$ cat src/rtl/alu_bist_pkg.sv
// Shared types and constants for the ALU built-in self-test sweeper.
package alu_bist_pkg;

  typedef enum logic [1:0] {
    IDLE  = 2'd0,
    RUN   = 2'd1,
    DRAIN = 2'd2,
    DONE  = 2'd3
  } state_e;

  localparam logic [31:0] MISR_POLY = 32'h04C11DB7;
  localparam logic [31:0] MISR_SEED = 32'hFFFFFFFF;

  localparam int unsigned FLAG_CARRY    = 0;
  localparam int unsigned FLAG_OVERFLOW = 1;
  localparam int unsigned FLAG_ZERO     = 2;
  localparam int unsigned FLAG_NEGATIVE = 3;
  localparam int unsigned FLAG_PARITY   = 4;
  localparam int unsigned FLAG_MODULO   = 5;
  localparam int unsigned FLAG_SIGN     = 6;
  localparam int unsigned FLAG_W        = FLAG_SIGN + 1;

endpackage

$ cat src/rtl/alu_misr.sv
// Multiple-input signature register: folds a wide response word into SIG_W bits
// and shifts it through a Galois LFSR.
module alu_misr
  import alu_bist_pkg::*;
#(
  parameter int unsigned DATA_W = 39,
  parameter int unsigned SIG_W  = 32
) (
  input  logic              clk,
  input  logic              rst,
  input  logic              clear,
  input  logic              enable,
  input  logic [DATA_W-1:0] data,
  output logic [SIG_W-1:0]  sig,
  output logic [SIG_W-1:0]  sig_next_c
);

  localparam int unsigned NCHUNK = (DATA_W + SIG_W - 1) / SIG_W;
  localparam int unsigned PAD_W  = NCHUNK * SIG_W;

  logic [PAD_W-1:0] data_pad;
  logic [SIG_W-1:0] fold_c;
  logic [SIG_W-1:0] shifted_c;
  logic [SIG_W-1:0] sig_q, sig_d;

  // Zero-pad, XOR-fold the chunks, then shift with feedback; clear has priority.
  always_comb begin
    data_pad = PAD_W'(data);
    fold_c   = '0;
    for (int unsigned i = 0; i < NCHUNK; i++) begin
      fold_c = fold_c ^ data_pad[i*SIG_W +: SIG_W];
    end
    shifted_c  = {sig_q[SIG_W-2:0], 1'b0} ^ (sig_q[SIG_W-1] ? SIG_W'(MISR_POLY) : '0);
    sig_next_c = shifted_c ^ fold_c;
    sig_d      = sig_q;
    if (clear) begin
      sig_d = SIG_W'(MISR_SEED);
    end else if (enable) begin
      sig_d = sig_next_c;
    end
  end

  always_ff @(posedge clk) begin
    if (rst) begin
      sig_q <= SIG_W'(MISR_SEED);
    end else begin
      sig_q <= sig_d;
    end
  end

  assign sig = sig_q;

endmodule

$ cat src/rtl/alu_bist_sweeper.sv
// Sweeps (a, b, sel) vectors into a combinational ALU and compacts every
// response into a MISR signature checked against a golden value.
module alu_bist_sweeper
  import alu_bist_pkg::*;
#(
  parameter int unsigned N       = 16,
  parameter int unsigned NUM_OPS = 35,
  parameter int unsigned SEL_W   = 6,
  parameter int unsigned SIG_W   = 32,
  parameter int unsigned CNT_W   = 40
) (
  input  logic              clk,
  input  logic              rst,
  input  logic              start,
  input  logic              abort,
  input  logic [N-1:0]      a_limit,
  input  logic [N-1:0]      b_limit,
  input  logic [SIG_W-1:0]  golden_sig,
  output logic [N-1:0]      alu_a,
  output logic [N-1:0]      alu_b,
  output logic [SEL_W-1:0]  alu_sel,
  input  logic [N-1:0]      alu_result,
  input  logic [N-1:0]      alu_upper,
  input  logic [6:0]        alu_flags,
  output logic              busy,
  output logic              done,
  output logic              pass,
  output logic [SIG_W-1:0]  signature,
  output logic [CNT_W-1:0]  vec_count
);

  localparam int unsigned      DATA_W   = 2 * N + FLAG_W;
  localparam logic [SEL_W-1:0] SEL_LAST = SEL_W'(NUM_OPS - 1);

  state_e            state_q, state_d;
  logic [N-1:0]      a_q, a_d, b_q, b_d;
  logic [N-1:0]      a_lim_q, a_lim_d, b_lim_q, b_lim_d;
  logic [SEL_W-1:0]  sel_q, sel_d;
  logic              cap_q, cap_d;
  logic [DATA_W-1:0] resp_q, resp_d;
  logic [CNT_W-1:0]  cnt_q, cnt_d;
  logic              busy_q, busy_d, done_q, done_d, pass_q, pass_d;
  logic              misr_clear, last_vec, go;
  logic [SIG_W-1:0]  misr_sig, misr_next;

  // Next-state, operand counters and capture pipeline.
  always_comb begin
    state_d    = state_q;
    a_d        = a_q;
    b_d        = b_q;
    sel_d      = sel_q;
    a_lim_d    = a_lim_q;
    b_lim_d    = b_lim_q;
    cap_d      = 1'b0;
    resp_d     = {alu_flags, alu_upper, alu_result};
    cnt_d      = cnt_q;
    pass_d     = pass_q;
    misr_clear = 1'b0;
    last_vec   = (a_q == a_lim_q) && (b_q == b_lim_q) && (sel_q == SEL_LAST);
    go         = start && !abort;

    if (cap_q) begin
      cnt_d = cnt_q + CNT_W'(1);
    end

    unique case (state_q)
      IDLE, DONE: begin
        if (go) begin
          state_d    = RUN;
          a_d        = '0;
          b_d        = '0;
          sel_d      = '0;
          a_lim_d    = a_limit;
          b_lim_d    = b_limit;
          cnt_d      = '0;
          misr_clear = 1'b1;
        end
      end
      RUN: begin
        cap_d = !abort;
        if (abort) begin
          state_d = IDLE;
        end else if (last_vec) begin
          state_d = DRAIN;
        end else if (sel_q == SEL_LAST) begin
          sel_d = '0;
          if (b_q == b_lim_q) begin
            b_d = '0;
            a_d = a_q + N'(1);
          end else begin
            b_d = b_q + N'(1);
          end
        end else begin
          sel_d = sel_q + SEL_W'(1);
        end
      end
      DRAIN: begin
        if (abort) begin
          state_d = IDLE;
        end else begin
          state_d = DONE;
          pass_d  = ((cap_q ? misr_next : misr_sig) == golden_sig);
        end
      end
      default: ;
    endcase

    if (state_d != DONE) begin
      pass_d = 1'b0;
    end
    busy_d = (state_d == RUN) || (state_d == DRAIN);
    done_d = (state_d == DONE);
  end

  always_ff @(posedge clk) begin
    if (rst) begin
      state_q <= IDLE;
      a_q     <= '0;
      b_q     <= '0;
      sel_q   <= '0;
      a_lim_q <= '0;
      b_lim_q <= '0;
      cap_q   <= 1'b0;
      resp_q  <= '0;
      cnt_q   <= '0;
      busy_q  <= 1'b0;
      done_q  <= 1'b0;
      pass_q  <= 1'b0;
    end else begin
      state_q <= state_d;
      a_q     <= a_d;
      b_q     <= b_d;
      sel_q   <= sel_d;
      a_lim_q <= a_lim_d;
      b_lim_q <= b_lim_d;
      cap_q   <= cap_d;
      resp_q  <= resp_d;
      cnt_q   <= cnt_d;
      busy_q  <= busy_d;
      done_q  <= done_d;
      pass_q  <= pass_d;
    end
  end

  alu_misr #(
    .DATA_W (DATA_W),
    .SIG_W  (SIG_W)
  ) u_misr (
    .clk        (clk),
    .rst        (rst),
    .clear      (misr_clear),
    .enable     (cap_q),
    .data       (resp_q),
    .sig        (misr_sig),
    .sig_next_c (misr_next)
  );

  assign alu_a     = a_q;
  assign alu_b     = b_q;
  assign alu_sel   = sel_q;
  assign busy      = busy_q;
  assign done      = done_q;
  assign pass      = pass_q;
  assign signature = misr_sig;
  assign vec_count = cnt_q;

endmodule

$ cat config.mk
export PLATFORM = sky130hd
export DESIGN_NAME = alu_bist_sweeper
export DESIGN_NICKNAME = d
export VERILOG_FILES = /design/src/rtl/alu_bist_pkg.sv /design/src/rtl/alu_misr.sv /design/src/rtl/alu_bist_sweeper.sv
export SDC_FILE = /design/constraint.sdc
export NUM_CORES = 1
export LEC_CHECK = 0
export ABC_CLOCK_PERIOD_IN_PS = 2710
export CORE_ASPECT_RATIO = 2
export CORE_MARGIN = 8
export CORE_UTILIZATION = 50
export DETAILED_ROUTE_END_ITERATION = 10
export DONT_BUFFER_PORTS = 1
export PLACE_DENSITY = 0.71
export SETUP_SLACK_MARGIN = 0.02
export SYNTH_ARGS = -nofsm -noshare
export SYNTH_HDL_FRONTEND = slang
export SYNTH_SLANG_ARGS = --single-unit
$ cat constraint.sdc
create_clock -name clk -period 2.71 [get_ports clk]
set_input_delay 0.271 -clock clk [delete_from_list [all_inputs] [get_ports clk]]
set_output_delay 0.271 -clock clk [all_outputs]
set_load 0.005 [all_outputs]
==> metrics.txt <==
Post-synth EDFFs=0; I/O pin cnt=220; crit share post-route=93.6%; worst-path fanout max=10; fillers=1457; crit end category=register; Worst-Skew Late Latency=0.43 ns; dpl hpwl=19900 µm; Die Wd=109 µm; drc violations=0; Most used DFF post-synth=dfxtp_1; Synth area leaders=dfxtp_1 (43%), xnor2_1 (13%), nand2_1 (6.5%), a21oi_1 (4.2%), nor2_1 (4.0%); worst vdd ir=0.424 mV; Overall Global Routing Usage=24.0%; Vias/cell=5.62; Mapped Cells=1014; Post-Syn Nets=1129; final WL=26700 µm; fmax=394 MHz; Min-Delay Path Class=in -> reg; TritonRoute pass-1 iters=5; Seq/Total Area, Yosys=43.0%; status=complete, no violations; gpl congestion=0.924; crit path DAT=2.89 ns; clk_skew=0.0153 ns; Clock power frac=43.9%; Finish-stage setup viols=0; core area=0.0172 mm²; Netlist cell types=54; largest area contributor in the netlist=dfxtp_1; NetSw=0.00149 W; global route overflow=0; # rows=68; combinational share of power=9.4%; Setup Fix Bufs, Post-CTS=0; clock tree sinks=187; clock root cell=clkbuf_16; crit path time final=2.54 ns; synth warn=0; Least-Margin Pin Slew=0.511 ns; WL per Instance=20.0 µm; Synth Register Bits=187; Max-Cap Viols=0; fin util=61.8%; Leak Pwr=3.78 nW; vias in the first global route=7682; DIE AREA=0.0222 mm²; CTS tree=done; max-slew violation count=0; Slew HR=65.6%; htree depth=4; Starting Density=50.7%; RSZ-0062 raised after global routing=true; Syn Std Cell Area=0.00871 mm²; CP Data Required Time=3.06 ns; Die H=203 µm; share of layout cells above drive strength 1=11.7%; Avg Cell Area, Syn=8.59 µm²; vias=7518; Iter 0 DRT Violations=370; initial antenna violation count=1; number of CTS-inserted buffers=17; pin count of the biggest net entering global routing=84; most common cell after layout, fill and taps aside=dfxtp_1; CTS max path bufs=2; Reg power frac=46.7%; Hold Violations, Final=0; pwr dens=576 mW/mm²; Synth top area share=43.0%; clock slew seen by the registers of the worst setup and hold paths=0.08 ns; Sw Share=24.3%; Fin Hold WS=0.0259 ns; Layout Area Growth over Synthesis=21.9%; IO buf count=0; kind of critical path=reg -> reg; most frequent cells in the layout=dfxtp_1 (183), nand2_1 (151), xnor2_1 (129), nor2_1 (90), a21oi_1 (72); P_int=0.00463 W; crit start category=register; DRT antenna net count=0; Async S/R FF share, synth=0%; global-route wire length before repair=41100 µm; # nets final=1229
==> routing by layer <==
metal / GRT usage, % / vias to the layer above / wire length (µm)
li1: - / 3617 / -
met1: 21.5 / 3539 / 8310
met2: 44.0 / 288 / 14600
met3: 7.68 / 74 / 2390
met4: 15.1 / 0 / 1430
met5: 0 / - / 0
==> flip-flops by register name, summed over array words and instances (netlist names) <==
| register | count |
|---|---|
| alu_a | 16 |
| pass | 1 |
| b_lim_q | 16 |
| done | 1 |
| u_misr.sig | 32 |
| vec_count | 40 |
| resp_q | 39 |
| state_q | 2 |
| busy | 1 |
| alu_b | 16 |
| cap_q | 1 |
| a_lim_q | 16 |
| alu_sel | 6 |
==> power groups by stage <==
stage / Clock (W) / Sequential, W / Combinational [W]
3_3_place_gp: 0 / 0.00292 / 0.000465
2_1_floorplan: 0 / 0.00291 / 0.000354
6_report: 0.00269 / 0.00286 / 0.000573
3_5_place_dp: 0 / 0.00292 / 0.000468
4_1_cts: 0.00274 / 0.00286 / 0.000568
5_1_grt: 0.00284 / 0.00286 / 0.000619
==> logic make-up (layout without fill, tap and decap cells) <==
group           Yosys count  after routing  synth area share [%]
simple gates            410            410                  22.9
flops                   187            187                  43.0
xor+xnor                167            167                  16.8
compound gates          151            151                  10.6
buf+inv                  73            186                  3.56
mux                      18             18                  2.10
fa+ha+maj                 8              8                  1.15
other cells               0              1                     0
==> critical path, cell delays in order (launching register included) <==
cell and delay [ns]:
dfxtp_1 0.37, inv_1 0.06, ha_1 0.39, nand2b_1 0.20
a21oi_2 0.21, nand2_1 0.11, a21oi_2 0.17, nor2_2 0.08
buf_4 0.17, or4b_1 0.52, a21oi_1 0.19
==> synthesized netlist by cell type (2+ instances only) <==
master / instances
xor2_1: 37
nand2b_1: 3
and3_4: 2
o22ai_1: 7
nor4_1: 10
o2111ai_1: 3
buf_2: 11
o21ai_0: 30
a21oi_2: 2
nor3_2: 2
a221oi_1: 3
buf_1: 2
nor2_1: 92
clkbuf_1: 31
nand4_1: 28
nor3_1: 7
ha_1: 8
or4b_1: 2
or4_1: 8
and2_1: 5
nand3_1: 27
a31oi_1: 4
o31ai_1: 7
buf_4: 2
nor2b_1: 45
nand2_1: 151
or3_1: 8
a31o_2: 5
nor4_4: 2
a211oi_1: 3
a21oi_1: 73
and4_1: 4
mux2_2: 2
inv_1: 25
xnor2_1: 130
dfxtp_1: 187
mux2i_1: 16
and3_1: 10
o211ai_1: 4
buf_6: 2
==> timing repair <==
action / CTS / global route
endpoints found under the hold margin: 85 / 1
pin swaps: 2 / 11
resized for setup: 1 / 11
gates cloned: 0 / 0
setup endpoints to repair: 1 / 2
hold buffers: 63 / 1
==> worst paths after layout <==
path,from,slack [ns],cells after the start,to
worst min-delay path,a_limit[2],0.03,2,a_lim_q[2]$_SDFFE_PP0P_
worst max register to register,state_q[0]$_SDFF_PP0_,0.17,10,alu_b[5]$_SDFFE_PP0P_
worst max-delay path,state_q[0]$_SDFF_PP0_,0.17,10,alu_b[5]$_SDFFE_PP0P_
worst min register to register,b_lim_q[15]$_SDFFE_PP0P_,0.47,2,b_lim_q[15]$_SDFFE_PP0P_
==> area by class of cell <==
class	instances	area, µm²	share of cell area, %
antenna	1	2.50	0.0236
clock buffer	20	467	4.39
clock inverter	12	173	1.63
sequential	187	3750	35.3
tap	210	263	2.47
timing repair buffer	129	1170	11.0
multi-input combinational	754	4700	44.3
inverter	25	93.8	0.884
==> per-stage QoR <==
step	std cells	worst slack, ns	cell area (µm²)	power, W	TNS [ns]
after CTS	1336	0.0389	10600	0.00617	0
after global routing	1338	-0.0271	10600	0.00633	-0.0271
after detailed placement	1241	0.0258	9280	0.00339	0
final	1338	0.174	10600	0.00612	0
after global placement	1241	0.111	9280	0.00338	0
after floorplan	1014	0.233	8710	0.00326	0
Note: power is estimated with default switching activity, not from simulation.
